[config.mk]
export PLATFORM = sky130hd
export DESIGN_NAME = fetch_ctrl
export DESIGN_NICKNAME = d
export VERILOG_FILES = /design/src/rtl/fetch_ctrl.sv
export SDC_FILE = /design/constraint.sdc
export NUM_CORES = 1
export LEC_CHECK = 0
export CORE_MARGIN = 4
export CORE_UTILIZATION = 51
export CTS_CLUSTER_DIAMETER = 80
export DETAILED_ROUTE_END_ITERATION = 8
export GPL_ROUTABILITY_DRIVEN = 0
export GPL_TIMING_DRIVEN = 0
export HOLD_SLACK_MARGIN = 0.02
export MAX_ROUTING_LAYER = met4
export PLACE_DENSITY = 0.84
export SLEW_MARGIN = 20
export SYNTH_ARGS = -nofsm -noshare
export SYNTH_HDL_FRONTEND = slang
export SYNTH_SLANG_ARGS = --single-unit
export TNS_END_PERCENT = 30
[constraint.sdc]
create_clock -name clk -period 5 [get_ports clk]
set_input_delay 0.5 -clock clk [delete_from_list [all_inputs] [get_ports clk]]
set_output_delay 0.5 -clock clk [all_outputs]
set_load 0.005 [all_outputs]
[src/rtl/fetch_ctrl.sv]
// Instruction fetch sequencer: issues word addresses to a registered-read
// instruction memory and queues the returned words in a two-entry FIFO for decode.
module fetch_ctrl #(
  parameter logic [31:0] RESET_PC = 32'd0,
  parameter int          DEPTH    = 2
) (
  input  logic        clk,
  input  logic        rst_n,
  input  logic        fetch_en,
  input  logic        redirect_valid,
  input  logic [31:0] redirect_pc,
  output logic [31:0] imem_pc,
  input  logic [31:0] imem_instr,
  output logic        out_valid,
  output logic [31:0] out_pc,
  output logic [31:0] out_instr,
  input  logic        out_ready
);

  localparam logic [0:0] IDLE = 1'b0;
  localparam logic [0:0] RUN  = 1'b1;

  logic [0:0]  state_q, state_d;
  logic [31:0] fpc_q, fpc_d;
  logic [31:0] ipc_q;
  logic        inflight_q;
  logic [1:0]  count_q, count_d;
  logic        hd_q, hd_d;
  logic [31:0] buf_pc_q    [DEPTH];
  logic [31:0] buf_instr_q [DEPTH];

  logic        issue;
  logic        push;
  logic        pop;
  logic        tl;
  logic [2:0]  occ;

  always_comb begin
    state_d = state_q;
    case (state_q)
      IDLE:    if (fetch_en)  state_d = RUN;
      RUN:     if (!fetch_en) state_d = IDLE;
      default: state_d = IDLE;
    endcase
  end

  assign pop  = out_valid & out_ready;
  assign push = inflight_q & ~redirect_valid;
  // Occupancy once this cycle's pop and the pending response are accounted for.
  assign occ  = {1'b0, count_q} + {2'b00, inflight_q} - {2'b00, pop};
  // Issue follows the state being entered, so fetch starts the cycle fetch_en is seen.
  assign issue = (state_d == RUN) & fetch_en & ~redirect_valid & (occ < 3'd2);
  // Tail slot; when full, a same-cycle pop frees the head slot that this aliases.
  assign tl = hd_q ^ count_q[0];

  always_comb begin
    hd_d    = hd_q;
    count_d = count_q;
    fpc_d   = fpc_q;
    if (pop) hd_d = ~hd_q;
    if (redirect_valid) begin
      count_d = 2'd0;
      fpc_d   = redirect_pc;
    end else begin
      count_d = count_q + {1'b0, push} - {1'b0, pop};
      if (issue) fpc_d = fpc_q + 32'd1;
    end
  end

  always_ff @(posedge clk or negedge rst_n) begin
    if (!rst_n) begin
      state_q    <= IDLE;
      fpc_q      <= RESET_PC;
      inflight_q <= 1'b0;
      count_q    <= 2'd0;
      hd_q       <= 1'b0;
    end else begin
      state_q    <= state_d;
      fpc_q      <= fpc_d;
      inflight_q <= issue;
      count_q    <= count_d;
      hd_q       <= hd_d;
    end
  end

  // Datapath storage carries no reset; validity is tracked by inflight_q/count_q.
  always_ff @(posedge clk) begin
    if (issue) ipc_q <= fpc_q;
    if (push) begin
      buf_pc_q[tl]    <= ipc_q;
      buf_instr_q[tl] <= imem_instr;
    end
  end

  assign imem_pc   = fpc_q;
  assign out_valid = (count_q != 2'd0);
  assign out_pc    = out_valid ? buf_pc_q[hd_q]    : 32'd0;
  assign out_instr = out_valid ? buf_instr_q[hd_q] : 32'd0;

endmodule
Yosys cells after proc, flatten, opt, wreduce, memory -nomap -nowiden
Memories as Yosys holds them, arrays and structs flattened. Cells that the tools add are included.

Register bits after elaboration: 68. Memories: 2. Bits in writable memories: 128. Bits of input ports: 69.

Mux-type cells: 8. Reductions and logical operators: 2. Order comparisons: 1. Add/subtract/negate cells: 5. Bitwise gates (word level): 8.

Memory list: buf_instr_q (depth 2, bits a word 32, read ports 1, clocked after Yosys merged registers in 0, wr ports 1, RTL line 30) `logic [31:0] buf_instr_q [DEPTH];`; buf_pc_q (depth 2, bits a word 32, read ports 1, clocked after Yosys merged registers in 0, wr ports 1, RTL line 29) `logic [31:0] buf_pc_q [DEPTH];`.

Operators with widths (number): 32-bit two-way mux (4); 32-bit by 1-bit adder with 32-bit output, second input constant (1); 1-bit AND (5); 2-bit nonzero test (2); 2-bit by 1-bit adder with 3-bit output (1); 3-bit by 2-bit less-than comparator with 1-bit output, second input constant (1); 1-bit two-way mux (3); 3-bit by 1-bit subtractor with 3-bit output (1); 2-bit by 1-bit adder with 2-bit output (1); 2-bit two-way mux (1); 1-bit NOT (2); 2-bit by 1-bit subtractor with 2-bit output (1); 1-bit XOR (1).

Longest topological paths before layout
Gate-level depths: netlist of run 1.

Word-level depth: 7. Mapped depth: 13. Mapped depth without buffers: 12.

Least setup slack after synthesis of run 1
OpenSTA, ideal clock, no wires.

Path kind: input-to-reg. Start: input port redirect_valid. End: memory buf_instr_q[1][0] (enable). Required time: 4.514 ns. Data arrival time: 3.831 ns. Path slack: 0.682 ns. Setup time: 0.486 ns. Stages: 5. Path buffers: 2. Path through: clkbuf_1 inv_1 clkbuf_1 nand2_1 nor2_1.

Word-level cells in the longest chain between the ends: 4.

Ends and longest elaborated chain: start, declared (RTL line 10) `input logic redirect_valid,`; 1-bit NOT (RTL line 48) `assign push = inflight_q & ~redirect_valid;`; 1-bit AND (RTL line 48); 1-bit two-way mux (RTL line 89) `if (push) begin`; 1-bit two-way mux (not written as such) (RTL line 91) `buf_instr_q[tl] <= imem_instr;`; end, declared (RTL line 30).

No other way between the ends.

Final worst setup path of run 1
Start: register count_q[1]. End: register fpc_q[16] (netlist: imem_pc[16]).

Word-level cells in the longest chain between the ends: 6. Elaborated cells on any way between the ends: 7. Those cells by class: add/sub (2); order compare (1); bitwise (2); reduce/logical (2).

Ends and longest elaborated chain: start, declared (RTL line 27) `logic [1:0] count_q, count_d;`; start signal, assigned (RTL line 81) `count_q <= count_d;`; branches (longest 2 deep; another with 2-bit by 1-bit adder with 3-bit output); 3-bit by 1-bit subtractor with 3-bit output (*) (RTL line 50) `assign occ = {1'b0, count_q} + {2'b00, inflight_q} - {2'b00, pop};`; 3-bit by 2-bit less-than comparator with 1-bit output (*) (RTL line 52) `assign issue = (state_d == RUN) & fetch_en & ~redirect_valid & (occ < 3'd2);`; 1-bit AND (*) (RTL line 52); via issue (RTL line 32) `logic issue;`; 2-bit nonzero test (no line) (*); end signal, assigned (RTL line 79) `fpc_q <= fpc_d;`; end, declared (RTL line 24) `logic [31:0] fpc_q, fpc_d;`.

Mark *: on every way through the listed nets, which the timed path passes. A chain may end at the register's enable or synchronous reset.

==> key figures, run 1 <==
Global routing
  • Gr ovfl total: 0
  • Global-route wire length before repair: 29,560 µm
  • Largest net degree at the start of global routing: 46
  • Total Routing Usage GR: 22.29%
  • Antenna violations before repair: 0
  • Vias in the first global route: 5,553

Synth
  • Async set-reset flop share out of synthesis: 18.37%
  • Synth top area cells: edfxtp_1 (60%), dfrtp_1 (11%), mux2i_1 (8.3%), nor2_1 (3.7%), nand2_1 (1.8%)
  • Synth top area share: 60.37%
  • Mapped Area: 7959 µm²
  • Mapped Cells: 545
  • Syn_nets: 618
  • Post-synth EDFFs: 160
  • Most numerous cell in the Yosys netlist: edfxtp_1
  • Post-synthesis sequential area ratio: 71.69%
  • FF+latch count, synth: 196
  • Syn avg cell area: 14.60 µm²
  • Leading area contributor after synthesis: edfxtp_1
  • Distinct cell type count after synthesis: 50
  • Post-synth top cells: edfxtp_1 (160), nor2_1 (78), mux2i_1 (66)
  • Top_reg_cell synth: edfxtp_1
  • Synthesis Warnings: 0

Clocking
  • CTS Buf Count: 17
  • CTS sink cnt: 196
  • CTS resizes: 0
  • Clk buf depth: 2
  • H-Tree Depth: 4
  • CTS tree: built
  • Worst-Skew Late Latency: 0.44 ns
  • Reg clk slew, reported paths: 0.08 ns
  • CTS root buf: clkbuf_16

Floorplan
  • Initial Util: 52.16%
  • Io pins: 166
  • Die X: 132.9 µm
  • Core box area: 15,260 µm²
  • Die span in y: 132.9 µm
  • Cell Rows: 45
  • Die Footprint: 17,670 µm²

Drt
  • Drt drc: 0
  • Met2 routed WL: 9186 µm
  • DR vias: 5,418
  • Wire length on met3: 1715 µm
  • Vias per cell: 5.656
  • TritonRoute pass-1 iters: 5
  • Max Used Layer: met4
  • Final ANT Viol Nets: 0
  • Met1 WL: 7351 µm
  • Initial DRC count: 585
  • Routed WL: 18,670 µm
  • Drt wl/cell: 19.49 µm

Final layout
  • Fraction of layout cells with a size suffix above 1: 7.764%
  • Antenna cells: 0
  • Area of the multi-input gates: 2106 µm²
  • Filler cell count: 1,026
  • Layout Nets: 807
  • Fin util: 69.23%
  • Register area: 5705 µm²
  • Area Growth Syn to Fin: 32.71%

STA
  • Fin crit share: 75.01%
  • Fin. Hold Viols: 0
  • Max Slew Vio Count: 0
  • Hold slack final: 0.4419 ns
  • Actual slew at the worst max-slew pin: 0.9508 ns
  • Min Tclk post-route: 3.751 ns
  • Final setup TNS: 0 ns
  • Clk_skew: 0.008304 ns
  • Final worst slack: 1.249 ns
  • Max_slew headroom: 36.62%
  • FMAX: 266.6 MHz
  • Setup violators final: 0
  • RSZ-0062 raised after global routing: false

Run
  • # Max-Cap Violations: 0

Power
  • Power per cell area: 518.8 nW/µm²
  • Total Power: 5.479 mW
  • Peak VDD IR: 0.3381 mV
  • Leak: 3.791 nW

Placed design
  • Buffers added on ports: 165
  • Dpl ws: 0.8997 ns
  • HPWL Detailed: 12,900 µm

Worst setup path
  • CP Capture Type: flop
  • Startpoint types: flop
  • WS Path Type: reg2reg
  • Max FO, Critical Path: 42
  • Crit path DAT: 4.07 ns
  • CP required: 5.32 ns

Status
  • Outcome: finished clean

Min path
  • Hold Path Class: reg2reg
[worst max-delay path, cell delays in order, from the launching register on]
cell and delay, ns:
dfrtp_1 0.46, nor2_1 0.10, inv_1 0.07, nand2_1 0.09
nor2_1 0.20, o21ai_0 0.15, fa_1 0.41, xor2_1 0.26
or3_4 0.45, inv_2 0.15, buf_2 0.77, nand4_1 0.24
nand3_1 0.15, o211ai_1 0.10
[metrics by stage]
step / instance area (µm²) / instances
final: 10560 / 958
after global routing: 10560 / 958
after CTS: 10560 / 958
after detailed placement: 9977 / 925
after global placement: 9874 / 921
after floorplan: 7959 / 545
[final timing paths]
kind                       slack [ns]  cells past startpoint               to       start
setup reg to reg                 1.25                     13      imem_pc[16]  count_q[1]
hold / removal                   0.44                      0  buf_pc_q[1][20]   ipc_q[20]
max in group asynchronous        4.03                      3       imem_pc[5]       rst_n
setup / recovery                 1.25                     13      imem_pc[16]  count_q[1]
min in group asynchronous        0.51                      2      imem_pc[19]       rst_n
hold reg to reg                  0.44                      0  buf_pc_q[1][20]   ipc_q[20]
[cells in the final DEF (no fill, tap or decap), drive strengths merged, types with 3 or more instances in the layout]
cell and count:
edfxtp 160, nor2 78, or4 3, buf 15, nand2 39, dfrtp 36, a221o 6, nand3 28
xor2 3, nor4 7, clkinvlp 4, clkdlybuf4s50 164, mux2i 66, and3 5, o21ai 10, clkbuf 33
ha 3, o311ai 16, nand4 10, xnor2 3, nor3 4, inv 15, a21o 3, o211ai 10
clkinv 3
[routing by layer]
metal,global-route usage [%],vias up
met5,-,-
met4,8.256,0
met3,6.046,33
met2,34.93,312
met1,28.00,2621
li1,-,2452
[cell type report]
cell class | instances | area share, %
buffer | 25 | 1.196
clock buffer | 18 | 4.063
clock inverter | 14 | 1.386
inverter | 9 | 0.3198
multi-input combinational | 315 | 19.94
sequential | 196 | 54.02
tap | 211 | 2.499
timing repair buffer | 170 | 16.58
[cells by family after synthesis]
kind of cell | Yosys count | share of synthesized area (%)
AND/OR/NAND/NOR | 184 | 11.26
buffers and inverters | 34 | 2.012
AO/OA/AOI/OAI | 55 | 5.361
flip-flops | 196 | 71.69
adder cells (fa/ha/maj) | 4 | 0.7232
XOR/XNOR | 6 | 0.6604
multiplexers | 66 | 8.301
[registers in the layout, indices dropped and copies added (netlist names)]
signal,flops
buf_instr_q,64
buf_pc_q,64
imem_pc,32
ipc_q,32
count_q,2
hd_q,1
inflight_q,1
[what timing repair did]
action	in CTS	in global routing
endpoints found under the hold margin	14	0
buffers inserted	0	0
hold buffers	1	0
endpoints found under the setup margin	0	0
[power breakdown]
| part | total, mW | switching (mW) | internal (mW) | leakage [nW] |
|---|---|---|---|---|
| combinational | 1.86 | 0.938 | 0.919 | 1.62 |
| sequential | 2.30 | 0.180 | 2.12 | 1.90 |
| clock | 1.32 | 0.616 | 0.702 | 0.269 |
No activity file was read; power rests on OpenSTA's default activity.
==> run 2: changes to the inputs <==
- clock period: 5 -> 3.5 ns (I/O delays scaled with it)
==> run 2 against run 1 <==
Die area stayed put. Clock power increased by 42%. Sequential share of layout area hardly changed. Via count increased by 0.37%. Cell count did not move. Critical path type unchanged. Worst hold slack worse by 0.17 ns. Utilization about the same. Maximum frequency is 16% higher. Largest power group unchanged. Sequential cell count unchanged.
==> key figures, run 2 (synthesis gave the netlist of run 1 again) <==
Clocking
  • Clk buf depth: 2 (unchanged)
  • Post-CTS setup repair buffer count: 0 (unchanged)
  • CTS sink cnt: 196 (unchanged)
  • H-Tree Depth: 4 (unchanged)
  • CTS tree: built
  • Reg clk slew, reported paths: 0.07 ns (about the same)
  • CTS root buf: clkbuf_16
  • CTS Buf Count: 17 (unchanged)
  • Worst-Skew Late Latency: 0.42 ns (-0.02 ns)

Global routing
  • Largest net degree at the start of global routing: 48 (+4.3%)
  • Met1 Use GR: 27.57% (-0.43 points)
  • Total Routing Usage GR: 21.98% (-0.31 points)
  • Busiest layer in global routing: met2
  • Gr ovfl total: 0 (unchanged)
  • Antenna violations before repair: 0 (unchanged)
  • Met2 Usage GRT: 34.93% (unchanged)
  • Met3 Usage GRT: 5.589% (-0.46 points)
  • Vias in the first global route: 5,472 (-1.5%)
  • Global-route wire length before repair: 29,160 µm (-1.4%)

Floorplan
  • Io pins: 166 (unchanged)
  • Die span in y: 132.9 µm (unchanged)
  • Initial Util: 52.16% (unchanged)
  • Cell Rows: 45 (unchanged)
  • Core box area: 15,260 µm² (unchanged)
  • Die Footprint: 17,670 µm² (unchanged)
  • Die X: 132.9 µm (unchanged)

STA
  • Clk_skew: 0.01120 ns (+0.002894 ns)
  • FMAX: 309.1 MHz (+16%)
  • Min Tclk post-route: 3.235 ns (-0.5156 ns)
  • Setup violators final: 0 (unchanged)
  • RSZ-0062 raised after global routing: false
  • Fin. Hold Viols: 0 (unchanged)
  • Fin crit share: 92.43% (+17 points)
  • Max Slew Vio Count: 0 (unchanged)
  • Actual slew at the worst max-slew pin: 0.9188 ns (-0.03196 ns)
  • Max_slew headroom: 38.75% (+2.1 points)

Worst setup path
  • Worst-path cell chain: nor2_1 > inv_1 > nand2_1 > nor2_1 > o21ai_0 > fa_1 > nand2_1 > or3_4 > inv_2 > buf_8 > nand4_1 > nand3_1 > o211ai_1
  • Critical-path top delay cell: fa_1
  • CP peak stage delay: 0.50 ns (-0.27 ns)
  • Buffers & Inverters on Critical Path: 3 (unchanged)
  • Max FO, Critical Path: 42 (unchanged)
  • Crit path DAT: 3.53 ns (-0.54 ns)
  • CP Capture Type: flop
  • CP required: 3.80 ns (-1.52 ns)
  • Startpoint types: flop
  • Largest delay share family, worst path: simple AND/OR/NAND/NOR gates
  • WS Path Type: reg2reg

Final layout
  • Commonest non-fill, non-tap cell in the layout: clkdlybuf4s50_1
  • Fin util: 69.26% (about the same)
  • Fraction of layout cells with a size suffix above 1: 7.497% (-0.27 points)
  • Top Registers: buf_instr_q x64, buf_pc_q x64
  • Most frequent cells in the layout: clkdlybuf4s50_1 (164), edfxtp_1 (160), nor2_1 (76)
  • Filler cell count: 1,045 (+1.9%)
  • Layout Nets: 807 (unchanged)
  • Antenna cells: 0 (unchanged)
  • Area Growth Syn to Fin: 32.78% (about the same)

Drt
  • Drt drc: 0 (unchanged)
  • Drt wl/cell: 19.73 µm (+1.2%)
  • Routed WL: 18,900 µm (+1.2%)
  • TritonRoute pass-1 iters: 8 (+3)
  • Initial DRC count: 492 (-16%)
  • Final ANT Viol Nets: 0 (unchanged)
  • DR vias: 5,438 (+0.37%)
  • Vias per cell: 5.676 (+0.37%)

Status
  • Outcome: finished clean

Min path
  • Hold Path Class: in2async

Placed design
  • HPWL Detailed: 12,990 µm (+0.67%)
  • Buffers added on ports: 165 (unchanged)

Power
  • Power per cell area: 742.9 nW/µm² (+43%)
  • Peak VDD IR: 0.4584 mV (+36%)
  • Total Power: 7.850 mW (+43%)
  • Leak: 3.804 nW (+0.35%)

Run
  • # Max-Cap Violations: 0 (unchanged)
[run 2: through the flow]
stage	setup TNS [ns]	std cells	hold WS, ns	worst slack (ns)	cell area [µm²]
finish	0	958	0.2736	0.2649	10570
CTS	0	958	0.2518	0.1122	10560
global route	0	958	0.2843	0.04184	10570
global placement	-146.95	921	0.4235	-1.258	9877
floorplan	0	545	0.05441	0.3908	7961
detailed placement	-6.694	925	0.1764	-0.4067	9977
[run 2: cell type report]
type                    instances  area (µm²)  area share, %
clock buffers                  20       436.7          4.132
repair buffers                170        1752          16.58
clock inverters                12       131.4          1.243
multi-input cells             315        2108          19.95
inverters                       9       33.78         0.3197
plain buffers                  25       136.4          1.291
well taps                     211       264.0          2.498
flip-flops and latches        196        5705          53.99
[run 2: path summary, 6_finish.rpt]
check / startpoint / end / slack (ns) / depth (start not counted)
worst min register to register: ipc_q[8] / buf_pc_q[1][8] / 0.45 / 0
worst min-delay path: rst_n / imem_pc[17] / 0.27 / 2
worst max register to register: count_q[1] / imem_pc[16] / 0.26 / 13
max in group asynchronous: rst_n / imem_pc[7] / 2.82 / 3
min in group clk: ipc_q[8] / buf_pc_q[1][8] / 0.45 / 0
worst max-delay path: count_q[1] / imem_pc[16] / 0.26 / 13
[run 2: report_power, final]
group / internal (mW) / switching, mW
sequential: 3.03 / 0.261
clock: 1.06 / 0.818
combinational: 1.32 / 1.36
[run 2: timing repair]
item / in CTS / in global routing
gates resized for setup: 1 / 4
endpoints found under the hold margin: 36 / 0
setup endpoints to repair: 7 / 8
hold buffers: 1 / 0
[run 2: layer usage]
layer	part of all wire (%)	routed length, µm	vias up
met3	9.1	1720	48
met1	39	7388	2633
li1	-	-	2443
met2	49	9340	314
met5	0	0	-
met4	2.4	448	0
[run 2: worst register-to-register path: stages (launching register included)]
cell      delay, ns
dfrtp_1        0.47
nor2_1         0.10
inv_1          0.08
nand2_1        0.10
nor2_1         0.18
o21ai_0        0.14
fa_1           0.50
nand2_1        0.17
or3_4          0.40
inv_2          0.19
buf_8          0.34
nand4_1        0.20
nand3_1        0.13
o211ai_1       0.10
==> run 3: changes to the inputs <==
- CORE_ASPECT_RATIO: default -> 1.5
==> run 3 against run 2 <==
Via count down 1.4%. Power up 0.70%. Sequential share of layout area down 0.19 points. Die area up 0.24%. Largest cell class unchanged. Combinational power about the same. Clock skew down 0.0014 ns. Sequential cell count unchanged. Critical path type unchanged.
==> key figures, run 3 (synthesis gave the netlist of run 1 again) <==
Floorplan
  • Cell Rows: 55 (+22%)
  • Die Footprint: 17,710 µm² (+0.24%)
  • Die X: 110 µm (-17%)
  • Initial Util: 52.33% (+0.17 points)
  • Core box area: 15,210 µm² (-0.33%)
  • Io pins: 166 (unchanged)
  • Die span in y: 161.0 µm (+21%)

Power
  • Sequential share of power: 41.7% (-0.3 points)
  • Combinational power share: 33.7% (-0.4 points)
  • Clk pwr share: 24.6% (+0.7 points)
  • Int Pwr: 5.404 mW (-0.20%)
  • P_sw: 2.501 mW (+2.7%)
  • Net Sw Frac: 31.64% (+0.62 points)
  • Leak: 3.823 nW (+0.50%)
  • Peak VDD IR: 0.3680 mV (-20%)
  • Power per cell area: 745.4 nW/µm² (+0.34%)

Clocking
  • Worst-Skew Late Latency: 0.42 ns (about the same)
  • CTS sink cnt: 196 (unchanged)
  • Reg clk slew, reported paths: 0.08 ns (about the same)
  • CTS tree: built
  • CTS Buf Count: 17 (unchanged)
  • H-Tree Depth: 4 (unchanged)
  • Post-CTS setup repair buffer count: 0 (unchanged)
  • Clk buf depth: 2 (unchanged)
  • CTS root buf: clkbuf_16

Drt
  • Drt wl/cell: 19.60 µm (-0.61%)
  • Vias per cell: 5.667 (-0.17%)
  • Drt drc: 0 (unchanged)
  • TritonRoute pass-1 iters: 5 (-3)
  • Initial DRC count: 414 (-16%)
  • Routed WL: 18,550 µm (-1.9%)
  • DR vias: 5,361 (-1.4%)
  • Final ANT Viol Nets: 0 (unchanged)

Worst setup path
  • Crit path DAT: 3.57 ns (+0.04 ns)
  • CP Capture Type: flop
  • CP peak stage delay: 0.46 ns (-0.04 ns)
  • Worst-path cell chain: nor2_1 > inv_1 > nand2_1 > nor2_2 > o21ai_0 > fa_1 > xor2_1 > or3_4 > inv_2 > buf_12 > nand3_1 > nand3_1 > o211ai_1
  • Reg2reg end: imem_pc[9]
  • CP required: 3.80 ns (about the same)
  • Crit-path most repeated cell: nand3_1
  • Critical-path top delay cell: dfrtp_1
  • R2r setup slk: 0.23 ns (-0.04 ns)
  • Max FO, Critical Path: 42 (unchanged)
  • R2R cell count: 13 (unchanged)
  • WS Path Type: reg2reg
  • Startpoint types: flop
  • FF-to-FF Start: count_q[1]

Final layout
  • Top Registers: buf_instr_q x64, buf_pc_q x64
  • Commonest non-fill, non-tap cell in the layout: clkdlybuf4s50_1
  • Layout Nets: 807 (unchanged)
  • Post-Layout Cell Count: 946 (-1.3%)
  • Fin area: 10,610 µm² (+0.36%)
  • Area Growth Syn to Fin: 33.25%
  • Antenna cells: 0 (unchanged)
  • Most frequent cells in the layout: clkdlybuf4s50_1 (164), edfxtp_1 (160), nor2_1 (75)
  • Fraction of layout cells with a size suffix above 1: 8.032% (+0.54 points)
  • Fin util: 69.73% (+0.47 points)

STA
  • Max Slew Vio Count: 0 (unchanged)
  • Setup violators final: 0 (unchanged)
  • Min Tclk post-route: 3.271 ns (+0.03630 ns)
  • Fin crit share: 93.47% (+1.0 points)
  • Fin. Hold Viols: 0 (unchanged)
  • Actual slew at the worst max-slew pin: 0.7653 ns (-0.1535 ns)
  • RSZ-0062 raised after global routing: false
  • FMAX: 305.7 MHz (-1.1%)
  • Clk_skew: 0.009756 ns (-0.001442 ns)
  • Hold slack final: 0.3338 ns (+0.06018 ns)
  • Final worst slack: 0.2286 ns (-0.03630 ns)
  • Max_slew headroom: 48.98% (+10 points)

Global routing
  • Vias in the first global route: 5,592 (+2.2%)
  • Total Routing Usage GR: 22.08% (+0.11 points)
  • Gr ovfl total: 0 (unchanged)
  • Global-route wire length before repair: 29,040 µm (-0.43%)
  • Antenna violations before repair: 0 (unchanged)
  • Largest net degree at the start of global routing: 47 (-2.1%)

Run
  • # Max-Cap Violations: 0 (unchanged)

Placed design
  • Dpl ws: -0.4760 ns (-0.06932 ns)
  • Buffers added on ports: 165 (unchanged)
  • Placed inst area: 9962 µm² (-0.15%)
  • HPWL Detailed: 13,030 µm (+0.32%)
  • Dpl cells: 913 (-1.3%)

Status
  • Outcome: finished clean

Min path
  • Hold Path Class: in2async
==> run 3: worst max-delay path by stage <==
stage                   startpoint                 to  slack (ns)  depth (start not counted)
finish                  count_q[1]         imem_pc[9]        0.23                         13
floorplan           redirect_valid  buf_instr_q[1][0]        0.39                          5
global route            count_q[1]         imem_pc[9]        0.07                         13
CTS                     count_q[1]         imem_pc[9]        0.06                         13
detailed placement       out_ready         imem_pc[9]       -0.48                         12
global placement    redirect_valid    buf_pc_q[1][30]       -1.19                          6
==> run 3: cell type report <==
type                    instances  area, µm²
inverters                       9      33.78
well taps                     199      249.0
clock buffers                  18      429.2
flip-flops and latches        196       5705
fillers                      1010       4603
repair buffers                170       1752
plain buffers                  25      141.4
clock inverters                14      183.9
multi-input cells             315       2111
==> run 3: metal layers <==
| layer | part of all wire [%] | vias up | global-route usage (%) | wire (µm) |
|---|---|---|---|---|
| met5 | 0 | - | - | 0 |
| met2 | 54 | 285 | 37.71 | 10000 |
| li1 | - | 2452 | - | - |
| met3 | 6.9 | 45 | 4.118 | 1281 |
| met1 | 36 | 2579 | 25.63 | 6699 |
| met4 | 3.0 | 0 | 8.225 | 563 |
==> run 3: timing repair <==
action | 4_1_cts | 5_1_grt
endpoints found under the hold margin | 10 | 0
gates resized for setup | 2 | 5
hold buffers | 1 | 0
setup endpoints to repair | 41 | 6
==> run 3: power by group through the flow <==
stage / logic, mW / registers [mW] / clock network [mW]
after global routing: 2.88 / 3.34 / 2.08
after detailed placement: 2.64 / 3.34 / 0
after global placement: 2.53 / 3.32 / 0
after floorplan: 1.29 / 3.27 / 0
after CTS: 2.69 / 3.29 / 1.98
final: 2.67 / 3.29 / 1.94
==> run 3: stage by stage <==
step / TNS (ns) / total power [mW]
final: 0 / 7.905
after global routing: 0 / 8.303
after CTS: 0 / 7.955
after detailed placement: -8.969 / 5.977
after global placement: -138.60 / 5.857
after floorplan: 0 / 4.557
==> run 3: critical path: cells and delay by family, from the launching register on <==
family / cells / cell delay (ns)
XOR/XNOR: 1 / 0.24
buffers and inverters: 3 / 0.56
AO/OA/AOI/OAI: 2 / 0.30
flip-flops: 1 / 0.46
AND/OR/NAND/NOR: 6 / 1.14
adder cells (fa/ha/maj): 1 / 0.44
